===== config.mk =====
export PLATFORM = sky130hd
export DESIGN_NAME = controle_sequencia_param
export DESIGN_NICKNAME = d
export VERILOG_FILES = /design/src/rtl/controle_sequencia_param.sv
export SDC_FILE = /design/constraint.sdc
export NUM_CORES = 1
export LEC_CHECK = 0
export ABC_AREA = 1
export BUFFER_PORTS_ARGS = -buffer_cell sky130_fd_sc_hd__buf_2
export CORE_MARGIN = 3
export CORE_UTILIZATION = 45
export CTS_CLUSTER_SIZE = 8
export DETAILED_ROUTE_END_ITERATION = 7
export PLACE_DENSITY = 0.63
export SLEW_MARGIN = 20
export SYNTH_ARGS = -nofsm -noshare
export SYNTH_HDL_FRONTEND = slang
export SYNTH_SLANG_ARGS = --single-unit
export TNS_END_PERCENT = 5

===== constraint.sdc =====
create_clock -name i_clock -period 1.9 [get_ports i_clock]
set_input_delay 0.095 -clock i_clock [delete_from_list [all_inputs] [get_ports i_clock]]
set_output_delay 0.095 -clock i_clock [all_outputs]
set_load 0.01 [all_outputs]

===== src/rtl/controle_sequencia_param.sv =====
// controle_sequencia_param: Moore control unit for the memory-sequence game (play-back timing,
//   response timeout, sequence/address counters, optional difficulty level).
// Latency: iniciar -> preparacao next cycle -> leds_on one cycle later; a play is compared 2 cycles after tem_jogada.
// Backpressure: none; tem_jogada is a one-cycle pulse that is ignored outside espera_jogada.
//
// Optional feature macro: NIVEL_EN (when defined, i_nivel=0 halves the sequence length).
//
// Ports:
//   i_clock, i_reset (async, active-high)  - clock and reset (reset forces state inicial)
//   i_iniciar                              - start/restart request, level-sampled
//   i_nivel                                - difficulty (1 full, 0 half), only with NIVEL_EN
//   i_tem_jogada                           - one-cycle pulse: player input present
//   i_jogadaIgualMemoria                   - registered play equals memory[endereco]
//   o_endereco                             - sequence-memory address (counter E)
//   o_limite                               - index of last element of current round (counter S)
//   o_zeraR / o_registraR                  - clear / load the play register
//   o_leds_en                              - show memory[endereco] on the LEDs
//   o_estado_espera                        - waiting for a player input
//   o_acertou, o_errou, o_timeout, o_pronto - end flags
//   o_db_estado                            - state code for debug
module controle_sequencia_param #(
  parameter int ADDR_W = 4,
  parameter int T_ON   = 1000,
  parameter int T_OFF  = 500,
  parameter int T_MAX  = 5000
) (
  input  logic              i_clock,
  input  logic              i_reset,
  input  logic              i_iniciar,
  input  logic              i_nivel,
  input  logic              i_tem_jogada,
  input  logic              i_jogadaIgualMemoria,
  output logic [ADDR_W-1:0] o_endereco,
  output logic [ADDR_W-1:0] o_limite,
  output logic              o_zeraR,
  output logic              o_registraR,
  output logic              o_leds_en,
  output logic              o_estado_espera,
  output logic              o_acertou,
  output logic              o_errou,
  output logic              o_timeout,
  output logic              o_pronto,
  output logic [3:0]        o_db_estado
);

  // Timer only has to reach the largest of the three terminal counts minus one.
  localparam int T_ONOFF = (T_ON > T_OFF) ? T_ON : T_OFF;
  localparam int T_BIG   = (T_ONOFF > T_MAX) ? T_ONOFF : T_MAX;
  localparam int TMR_W   = (T_BIG > 1) ? $clog2(T_BIG) : 1;

  localparam logic [TMR_W-1:0] TON_LAST  = TMR_W'(T_ON - 1);
  localparam logic [TMR_W-1:0] TOFF_LAST = TMR_W'(T_OFF - 1);
  localparam logic [TMR_W-1:0] TMAX_LAST = TMR_W'(T_MAX - 1);

  localparam logic [ADDR_W-1:0] LAST_FULL = '1;
  localparam logic [ADDR_W-1:0] LAST_HALF = LAST_FULL >> 1;

  typedef enum logic [3:0] {
    S_INICIAL           = 4'h0,
    S_PREPARACAO        = 4'h1,
    S_INICIA_SEQUENCIA  = 4'h2,
    S_ESPERA_JOGADA     = 4'h3,
    S_REGISTRA          = 4'h4,
    S_COMPARACAO        = 4'h5,
    S_PROXIMO           = 4'h6,
    S_PROXIMA_SEQUENCIA = 4'h8,
    S_LEDS_ON           = 4'h9,
    S_FINAL_ACERTO      = 4'hA,
    S_LEDS_OFF          = 4'hB,
    S_FINAL_TIMEOUT     = 4'hC,
    S_PROXIMO_LED       = 4'hD,
    S_FINAL_ERRO        = 4'hE,
    S_ZERA_ENDERECO     = 4'hF
  } state_t;

  state_t             r_state;
  state_t             w_next;
  logic [TMR_W-1:0]   r_timer;
  logic [ADDR_W-1:0]  r_e;
  logic [ADDR_W-1:0]  r_s;
  logic [ADDR_W-1:0]  w_last;
  logic               w_timer_run;

`ifdef NIVEL_EN
  // Difficulty is captured once per game so mid-game toggles of i_nivel are harmless.
  logic r_nivel;

  always_ff @(posedge i_clock or posedge i_reset) begin
    if (i_reset) begin
      r_nivel <= 1'b1;
    end else if (r_state == S_PREPARACAO) begin
      r_nivel <= i_nivel;
    end
  end

  assign w_last = r_nivel ? LAST_FULL : LAST_HALF;
`else
  logic w_unused_nivel;
  assign w_unused_nivel = i_nivel;
  assign w_last         = LAST_FULL;
`endif

  // State register
  always_ff @(posedge i_clock or posedge i_reset) begin
    if (i_reset) begin
      r_state <= S_INICIAL;
    end else begin
      r_state <= w_next;
    end
  end

  // Next-state logic
  always_comb begin
    w_next = r_state;
    case (r_state)
      S_INICIAL:           if (i_iniciar) w_next = S_PREPARACAO;
      S_PREPARACAO:        w_next = S_LEDS_ON;
      S_LEDS_ON:           if (r_timer == TON_LAST) w_next = S_LEDS_OFF;
      S_LEDS_OFF: begin
        if (r_timer == TOFF_LAST) begin
          w_next = (r_e == r_s) ? S_ZERA_ENDERECO : S_PROXIMO_LED;
        end
      end
      S_PROXIMO_LED:       w_next = S_LEDS_ON;
      S_ZERA_ENDERECO:     w_next = S_ESPERA_JOGADA;
      S_ESPERA_JOGADA: begin
        // A play arriving on the last allowed cycle still counts.
        if (i_tem_jogada)                w_next = S_REGISTRA;
        else if (r_timer == TMAX_LAST)   w_next = S_FINAL_TIMEOUT;
      end
      S_REGISTRA:          w_next = S_COMPARACAO;
      S_COMPARACAO: begin
        if (!i_jogadaIgualMemoria)  w_next = S_FINAL_ERRO;
        else if (r_e != r_s)        w_next = S_PROXIMO;
        else if (r_s == w_last)     w_next = S_FINAL_ACERTO;
        else                        w_next = S_PROXIMA_SEQUENCIA;
      end
      S_PROXIMO:           w_next = S_ESPERA_JOGADA;
      S_PROXIMA_SEQUENCIA: w_next = S_INICIA_SEQUENCIA;
      S_INICIA_SEQUENCIA:  w_next = S_LEDS_ON;
      S_FINAL_ACERTO,
      S_FINAL_ERRO,
      S_FINAL_TIMEOUT:     if (i_iniciar) w_next = S_PREPARACAO;
      default:             w_next = S_INICIAL;
    endcase
  end

  // Single shared timer: restarts on every state change, so each timed state sees it from 0.
  assign w_timer_run = (r_state == S_LEDS_ON) || (r_state == S_LEDS_OFF) ||
                       (r_state == S_ESPERA_JOGADA);

  always_ff @(posedge i_clock or posedge i_reset) begin
    if (i_reset) begin
      r_timer <= '0;
    end else if (w_next != r_state) begin
      r_timer <= '0;
    end else if (w_timer_run) begin
      r_timer <= r_timer + 1'b1;
    end else begin
      r_timer <= '0;
    end
  end

  // Address (E) and round-limit (S) counters; both saturate so E <= S <= last always holds.
  always_ff @(posedge i_clock or posedge i_reset) begin
    if (i_reset) begin
      r_e <= '0;
      r_s <= '0;
    end else begin
      case (r_state)
        S_PREPARACAO: begin
          r_e <= '0;
          r_s <= '0;
        end
        S_PROXIMO_LED,
        S_PROXIMO: begin
          if (r_e != r_s) r_e <= r_e + 1'b1;
        end
        S_ZERA_ENDERECO,
        S_INICIA_SEQUENCIA: r_e <= '0;
        S_PROXIMA_SEQUENCIA: begin
          if (r_s != w_last) r_s <= r_s + 1'b1;
        end
        default: ;
      endcase
    end
  end

  // Moore output decode
  always_comb begin
    o_zeraR         = 1'b0;
    o_registraR     = 1'b0;
    o_leds_en       = 1'b0;
    o_estado_espera = 1'b0;
    o_acertou       = 1'b0;
    o_errou         = 1'b0;
    o_timeout       = 1'b0;
    o_pronto        = 1'b0;
    case (r_state)
      S_INICIAL,
      S_PREPARACAO:    o_zeraR = 1'b1;
      S_REGISTRA:      o_registraR = 1'b1;
      S_LEDS_ON:       o_leds_en = 1'b1;
      S_ESPERA_JOGADA: o_estado_espera = 1'b1;
      S_FINAL_ACERTO: begin
        o_acertou = 1'b1;
        o_pronto  = 1'b1;
      end
      S_FINAL_ERRO: begin
        o_errou  = 1'b1;
        o_pronto = 1'b1;
      end
      S_FINAL_TIMEOUT: begin
        o_errou   = 1'b1;
        o_timeout = 1'b1;
        o_pronto  = 1'b1;
      end
      default: ;
    endcase
  end

  assign o_endereco  = r_e;
  assign o_limite    = r_s;
  assign o_db_estado = r_state;

endmodule


==> tab_implementation.tex, run 1 <==
\begin{tabular}{lr}
\hline
Metric & Value \\
\hline
\multicolumn{2}{l}{\textbf{Timing}} \\
Period utilization & 99.7\% \\
Worst hold slack & 0.273 ns \\
Worst-Margin Slew & 0.421 ns \\
Final Slew Violations & 0 \\
Max-Slew Margin vs Limit & 71.9\% \\
Setup\_tns & 0 ns \\
Shortest clock period the worst path allows after layout & 1.89 ns \\
Fmax & 528 MHz \\
Unrepaired setup endpoints after global routing & yes \\
Final setup violation count & 0 \\
Worst setup skew after layout & 0.00508 ns \\
Number of hold violations in the final report & 0 \\
\multicolumn{2}{l}{\textbf{Outcome}} \\
Outcome & finished clean \\
\multicolumn{2}{l}{\textbf{Drt}} \\
Via count & 1965 \\
Initial detailed-routing violation count & 112 \\
Detail-routed net length per standard cell & 12.9 um \\
Pre-antenna DRT Iters & 4 \\
Wire length reported by the detailed router & 5.11 mm \\
DRC Markers & 0 \\
Via/cell ratio & 4.95 \\
Final antenna-violating net count & 0 \\
\multicolumn{2}{l}{\textbf{Global routing}} \\
GRT Util Overall & 19.8\% \\
Pin count of the biggest net entering global routing & 26 \\
Via count of the first global-routing pass & 1789 \\
Grt ovf & 0 \\
Number of antenna violations at the first check in global routing & 0 \\
Global-route wire length before repair & 8.00 mm \\
\multicolumn{2}{l}{\textbf{Die}} \\
Number of rows in the core area & 22 \\
Initial core utilization & 48.3\% \\
Die Width & 69.6 um \\
Die Height & 69.6 um \\
CORE AREA & 3770 sq um \\
Number of ports placed on the die boundary & 26 \\
Die Footprint & 4840 sq um \\
\multicolumn{2}{l}{\textbf{Hold path}} \\
Worst hold path cell count & 5 \\
Class of the most critical hold timing path & primary input to flip-flop \\
\multicolumn{2}{l}{\textbf{Clocking}} \\
Insertion delay of the later-clocked pin in the worst-skew pair & 0.27 ns \\
Sinks on the clock net & 25 \\
Inserted Clock Buffers & 3 \\
Root buffer selected by CTS & sky130\_fd\_sc\_hd\_\_clkbuf\_8 \\
Clock tree from TritonCTS & built \\
Clock buffer depth & 2 \\
Clock edge transition at the registers on the reported setup and hold paths & 0.09 ns \\
H-tree lvl count & 1 \\
\multicolumn{2}{l}{\textbf{Synth}} \\
Post-Synthesis Net Count & 289 \\
Count of yosys warnings during synthesis & 0 \\
Flop and latch count out of synthesis & 25 \\
Count of unique library cells instantiated by Yosys & 26 \\
Synthesized area & 1820 sq um \\
Mean Syn Cell Area & 6.50 sq um \\
Gate count after technology mapping & 280 \\
Sequential area share after synthesis & 34.4\% \\
\multicolumn{2}{l}{\textbf{Placed design}} \\
HPWL after detailed placement & 3.58 mm \\
Instance count after placement with tap cells included & 375 \\
Cell area after placement & 2190 sq um \\
Number of port buffers & 24 \\
Final weighted congestion in routability-driven placement & 0.947 \\
\multicolumn{2}{l}{\textbf{Worst setup path}} \\
Critical path arrival & 2.10 ns \\
Register-to-Register Path Depth & 13 \\
Required time of the critical path & 2.11 ns \\
Critical Path End Type & flip-flop \\
Crit path kind & flip-flop to flip-flop \\
Setup slack of the most critical reg-to-reg path & 0.006 ns \\
Largest fanout on the critical path & 6 \\
Crit start category & flip-flop \\
\multicolumn{2}{l}{\textbf{Finish}} \\
Area Overhead vs Synth & 41.4\% \\
Final layout net count & 359 \\
Top library cells by usage in the layout, fill and taps aside & sky130\_fd\_sc\_hd\_\_nand2\_1 (66), sky130\_fd\_sc\_hd\_\_buf\_4 (39), sky130\_fd\_sc\_hd\_\_inv\_1 (37) \\
Number of cells in the finished layout apart from fillers & 397 \\
Most common library cell in the layout ignoring fill and taps & sky130\_fd\_sc\_hd\_\_nand2\_1 \\
Finished Cell Area & 2570 sq um \\
Ant. Diodes & 0 \\
Util after Layout & 68.2\% \\
Fraction of final layout cells sized beyond drive strength 1 & 40.1\% \\
\multicolumn{2}{l}{\textbf{Pwr}} \\
Power density over cell area & 1430 nW/um\^{}2 \\
Peak ir drop on the vdd network & 0.00106 V \\
Static Leak & 1.33 nW \\
\multicolumn{2}{l}{\textbf{Job}} \\
MaxCap Viol Count & 0 \\
\hline
\end{tabular}
[state kept, by name, indices dropped and copies added, names as in the netlist]
signal       count
o_limite         4
r_timer         13
o_db_estado      4
o_endereco       4
[cells in the mapped netlist]
library cell / n / area share, %
sky130_fd_sc_hd__nor2_4: 1 / 0.62
sky130_fd_sc_hd__nand3_1: 28 / 7.7
sky130_fd_sc_hd__a21oi_1: 2 / 0.55
sky130_fd_sc_hd__nand2_2: 3 / 1.0
sky130_fd_sc_hd__or2_2: 1 / 0.34
sky130_fd_sc_hd__a211oi_1: 1 / 0.41
sky130_fd_sc_hd__o21bai_1: 1 / 0.41
sky130_fd_sc_hd__nor2_1: 34 / 7.0
sky130_fd_sc_hd__nand3_2: 5 / 2.7
sky130_fd_sc_hd__buf_6: 1 / 0.62
sky130_fd_sc_hd__nor2_2: 16 / 5.5
sky130_fd_sc_hd__o21ai_0: 14 / 3.8
sky130_fd_sc_hd__nor4_1: 1 / 0.34
sky130_fd_sc_hd__xor2_1: 1 / 0.48
sky130_fd_sc_hd__inv_2: 3 / 0.62
sky130_fd_sc_hd__nand2_1: 78 / 16
sky130_fd_sc_hd__o21ai_1: 1 / 0.27
sky130_fd_sc_hd__clkbuf_1: 1 / 0.21
sky130_fd_sc_hd__nand4_1: 11 / 3.8
sky130_fd_sc_hd__inv_1: 42 / 8.7
sky130_fd_sc_hd__a21oi_2: 1 / 0.48
sky130_fd_sc_hd__o22ai_1: 1 / 0.34
sky130_fd_sc_hd__nor3_1: 3 / 0.82
sky130_fd_sc_hd__dfrtp_1: 25 / 34
sky130_fd_sc_hd__or2_1: 2 / 0.69
sky130_fd_sc_hd__ha_1: 3 / 2.1
[cell families (layout without fill, tap and decap cells)]
logic type / count (synthesis) / count (layout) / synth area share, %
adders and majority gates: 3 / 3 / 2.06
DFF: 25 / 25 / 34.4
AOI/OAI and AO/OA: 21 / 21 / 6.32
xor gates and xnor gates: 1 / 1 / 0.481
buffers and inverters: 47 / 116 / 10.1
and+or+nand+nor: 183 / 183 / 46.7
[area by class of cell]
type / instances / area (sq um)
clock buffers: 3 / 41.3
inverters: 45 / 176
repair buffers: 67 / 488
clock inverters: 1 / 5.00
multi-input cells: 208 / 1170
fillers: 329 / 1200
well taps: 48 / 60.1
flip-flops and latches: 25 / 631
[report_power, final]
part	leakage, nW	internal [mW]	switching (mW)	total, mW
Combinational	0.973	1.16	1.40	2.56
Sequential	0.334	0.634	0.167	0.802
Clock	0.0255	0.147	0.178	0.325
[critical path, stage by stage, from the launching register on]
cell and delay, ns:
sky130_fd_sc_hd__dfrtp_2 0.49, sky130_fd_sc_hd__buf_12 0.15, sky130_fd_sc_hd__nor2_4 0.12, sky130_fd_sc_hd__nand2_1 0.12, sky130_fd_sc_hd__nand3_2 0.13, sky130_fd_sc_hd__nor2_4 0.04
sky130_fd_sc_hd__nand3_2 0.07, sky130_fd_sc_hd__nand2_1 0.05, sky130_fd_sc_hd__nand2_1 0.10, sky130_fd_sc_hd__nand2_1 0.07, sky130_fd_sc_hd__nor2_2 0.11, sky130_fd_sc_hd__nand2_2 0.10
sky130_fd_sc_hd__clkbuf_16 0.18, sky130_fd_sc_hd__nor2_2 0.07
[path summary, 6_finish.rpt]
path | endpoint | from
worst max-delay path | r_timer[8] | o_db_estado[3]
worst min-delay path | o_db_estado[2] | i_tem_jogada
worst max register to register | r_timer[8] | o_db_estado[3]
worst min register to register | o_endereco[3] | o_endereco[3]
max in group asynchronous | o_db_estado[0] | i_reset
min in group asynchronous | r_timer[3] | i_reset
[metal layers]
layer	up-vias	wire length (um)	track usage, %	share of wire [%]
met5	-	0	0	0
met1	895	2400	28.3	47
met2	41	2490	32.2	49
li1	1027	-	-	-
met3	2	208	1.88	4.1
met4	0	18	4.77	0.35
[through the flow]
stage / power [mW] / setup WS [ns]
after floorplan: 1.92 / 0.199
after global placement: 2.62 / -0.0156
after detailed placement: 2.64 / -0.0523
after CTS: 2.98 / 0.0162
after global routing: 3.97 / -0.0947
final: 3.69 / 0.00596
[repair_timing]
action,CTS,global route
hold buffers,1,0
endpoints found under the setup margin,13,14
hold endpoints to repair,25,0
buffers inserted,0,16
gates resized for setup,4,53
gates cloned,0,1
pin swaps,0,24
No activity file was read; power rests on OpenSTA's default activity.
==> inputs of run 2 (changes only) <==
==> constraint.sdc (replaced) <==
create_clock -name i_clock -period 2.31 [get_ports i_clock]
set_input_delay 0.1155 -clock i_clock [delete_from_list [all_inputs] [get_ports i_clock]]
set_output_delay 0.1155 -clock i_clock [all_outputs]
set_load 0.01 [all_outputs]
==> run 2 against run 1 <==
Compared with the run above: combinational power fell by 51%; clock power fell by 17%; clock skew fell by 0.00060 ns; total power fell by 42%; critical path type unchanged; critical endpoint is now r_timer[3]; highest routed layer unchanged.
==> tab_implementation.tex, run 2 (synthesis gave the netlist of run 1 again) <==
\begin{tabular}{lr}
\hline
Metric & Value \\
\hline
\multicolumn{2}{l}{\textbf{Outcome}} \\
Outcome & finished clean \\
\multicolumn{2}{l}{\textbf{Global routing}} \\
Global-route wire length before repair & 7.51 mm \\
Pin count of the biggest net entering global routing & 26 \\
GRT Util Overall & 18.6\% \\
Number of antenna violations at the first check in global routing & 0 \\
Via count of the first global-routing pass & 1650 \\
Grt ovf & 0 \\
\multicolumn{2}{l}{\textbf{Die}} \\
CORE AREA & 3770 sq um \\
Die Width & 69.6 um \\
Number of rows in the core area & 22 \\
Number of ports placed on the die boundary & 26 \\
Die Footprint & 4840 sq um \\
Initial core utilization & 48.3\% \\
Die Height & 69.6 um \\
\multicolumn{2}{l}{\textbf{Drt}} \\
Wire length reported by the detailed router & 4.20 mm \\
Via/cell ratio & 5.05 \\
DRC Markers & 0 \\
Detail-routed net length per standard cell & 11.8 um \\
Pre-antenna DRT Iters & 4 \\
Final antenna-violating net count & 0 \\
Via count & 1802 \\
Initial detailed-routing violation count & 126 \\
\multicolumn{2}{l}{\textbf{Clocking}} \\
Clock buffer depth & 2 \\
Inserted Clock Buffers & 3 \\
Sinks on the clock net & 25 \\
Clock edge transition at the registers on the reported setup and hold paths & 0.09 ns \\
Buffers inserted by post-CTS timing repair & 0 \\
Clock tree from TritonCTS & built \\
H-tree lvl count & 1 \\
Insertion delay of the later-clocked pin in the worst-skew pair & 0.27 ns \\
Root buffer selected by CTS & sky130\_fd\_sc\_hd\_\_clkbuf\_8 \\
\multicolumn{2}{l}{\textbf{Finish}} \\
Top library cells by usage in the layout, fill and taps aside & sky130\_fd\_sc\_hd\_\_nand2\_1 (78), sky130\_fd\_sc\_hd\_\_inv\_1 (42), sky130\_fd\_sc\_hd\_\_nor2\_1 (34) \\
Fraction of final layout cells sized beyond drive strength 1 & 19.4\% \\
Fill cell count & 405 \\
Final layout net count & 319 \\
Most common library cell in the layout ignoring fill and taps & sky130\_fd\_sc\_hd\_\_nand2\_1 \\
Multi-input gate area in the final layout & 1020 sq um \\
Seq. cell area & 626 sq um \\
Ant. Diodes & 0 \\
Area Overhead vs Synth & 13.4\% \\
Register name with the most flops & r\_timer \\
Flip-flop count of the largest register after layout & 13 \\
Finished Cell Area & 2060 sq um \\
\multicolumn{2}{l}{\textbf{Pwr}} \\
Peak ir drop on the vdd network & 0.000808 V \\
Static Leak & 1.10 nW \\
Power density over cell area & 1040 nW/um\^{}2 \\
\multicolumn{2}{l}{\textbf{Worst setup path}} \\
Chain of cells forming the critical path & ha\_1 -> nand3\_1 -> nor2\_1 -> nand2\_1 -> nand2\_2 -> nand4\_1 -> nor2\_1 -> nor2\_1 -> nor2\_1 -> nand2\_4 -> nor2\_2 \\
Worst path bufs/invs & 0 \\
Crit path kind & flip-flop to flip-flop \\
Crit start category & flip-flop \\
Worst path slowest cell & sky130\_fd\_sc\_hd\_\_dfrtp\_1 \\
Largest fanout on the critical path & 13 \\
Critical path arrival & 2.21 ns \\
Largest stage delay on the critical path & 0.40 ns \\
Required time of the critical path & 2.51 ns \\
Critical Path End Type & flip-flop \\
Cell family with the largest share of critical-path delay & simple AND/OR/NAND/NOR gates \\
Critical Path Most Common Cell & sky130\_fd\_sc\_hd\_\_nor2\_1 \\
\multicolumn{2}{l}{\textbf{Timing}} \\
Shortest clock period the worst path allows after layout & 2.01 ns \\
Max-Slew Margin vs Limit & 68.6\% \\
Worst-Margin Slew & 0.470 ns \\
Final setup violation count & 0 \\
Worst setup skew after layout & 0.00448 ns \\
Worst hold slack & 0.151 ns \\
Unrepaired setup endpoints after global routing & no \\
Final Slew Violations & 0 \\
Number of hold violations in the final report & 0 \\
Setup\_tns & 0 ns \\
Fmax & 498 MHz \\
Period utilization & 87.0\% \\
\multicolumn{2}{l}{\textbf{Hold path}} \\
Class of the most critical hold timing path & primary input to flip-flop \\
\multicolumn{2}{l}{\textbf{Placed design}} \\
HPWL after detailed placement & 3.31 mm \\
Cell area after placement & 2000 sq um \\
Final weighted congestion in routability-driven placement & 0.926 \\
Number of port buffers & 24 \\
\multicolumn{2}{l}{\textbf{Job}} \\
MaxCap Viol Count & 0 \\
\hline
\end{tabular}
## run 2: changes by cell type in the layout (fill, tap and decap cells not counted), sizes merged
cell | before | now
clkinv | 1 | 0
clkinvlp | 0 | 1
buf | 65 | 26
clkbuf | 4 | 3
## run 2: final timing paths
kind | from | end | slack (ns) | cells after the start
max | r_timer[0] | r_timer[3] | 0.30 | 11
min | i_iniciar | o_db_estado[0] | 0.15 | 3
max reg2reg | r_timer[0] | r_timer[3] | 0.30 | 11
min reg2reg | o_endereco[3] | o_endereco[3] | 0.53 | 1
max in group asynchronous | i_reset | r_timer[8] | 1.64 | 4
min in group asynchronous | i_reset | o_endereco[3] | 0.43 | 4
## run 2: worst min-delay path: cells and delay by family
family	cells	cell delay, ns
buf+inv	1	0.10
compound gates	1	0.09
simple gates	1	0.08
## run 2: through the flow
| stage | total power [mW] | utilization, % | instances | worst slack, ns |
|---|---|---|---|---|
| floorplan | 1.58 | - | 280 | 0.609 |
| global placement | 1.86 | 53.1 | 352 | 0.271 |
| detailed placement | 1.86 | 53.1 | 352 | 0.235 |
| CTS | 2.15 | 54.6 | 357 | 0.219 |
| global route | 2.40 | 54.7 | 357 | 0.0360 |
| finish | 2.15 | 54.7 | 357 | 0.301 |
## run 2: layer usage
metal	global-route usage, %	up-vias	part of all wire [%]
met3	2.75	4	3.1
li1	-	950	-
met4	4.12	0	0.74
met5	0	-	0
met2	28.9	27	45
met1	27.2	821	51
## run 2: area by class of cell
class | count | share of cell area (%)
clock buffer | 3 | 2.00
tap | 48 | 2.91
clock inverter | 1 | 0.364
inverter | 45 | 8.18
multi-input combinational | 208 | 49.2
timing repair buffer | 27 | 7.03
sequential | 25 | 30.3
## run 2: where the power goes
part	switching, mW	total, mW	internal, mW
logic	0.870	1.25	0.381
clock network	0.148	0.271	0.122
registers	0.115	0.629	0.515
total	1.13	2.15	1.02
## run 2: what timing repair did
action                     CTS  global route
setup endpoints to repair    0            10
hold buffers                 1             0
hold endpoints to repair    25             0
gates resized for setup      0             1
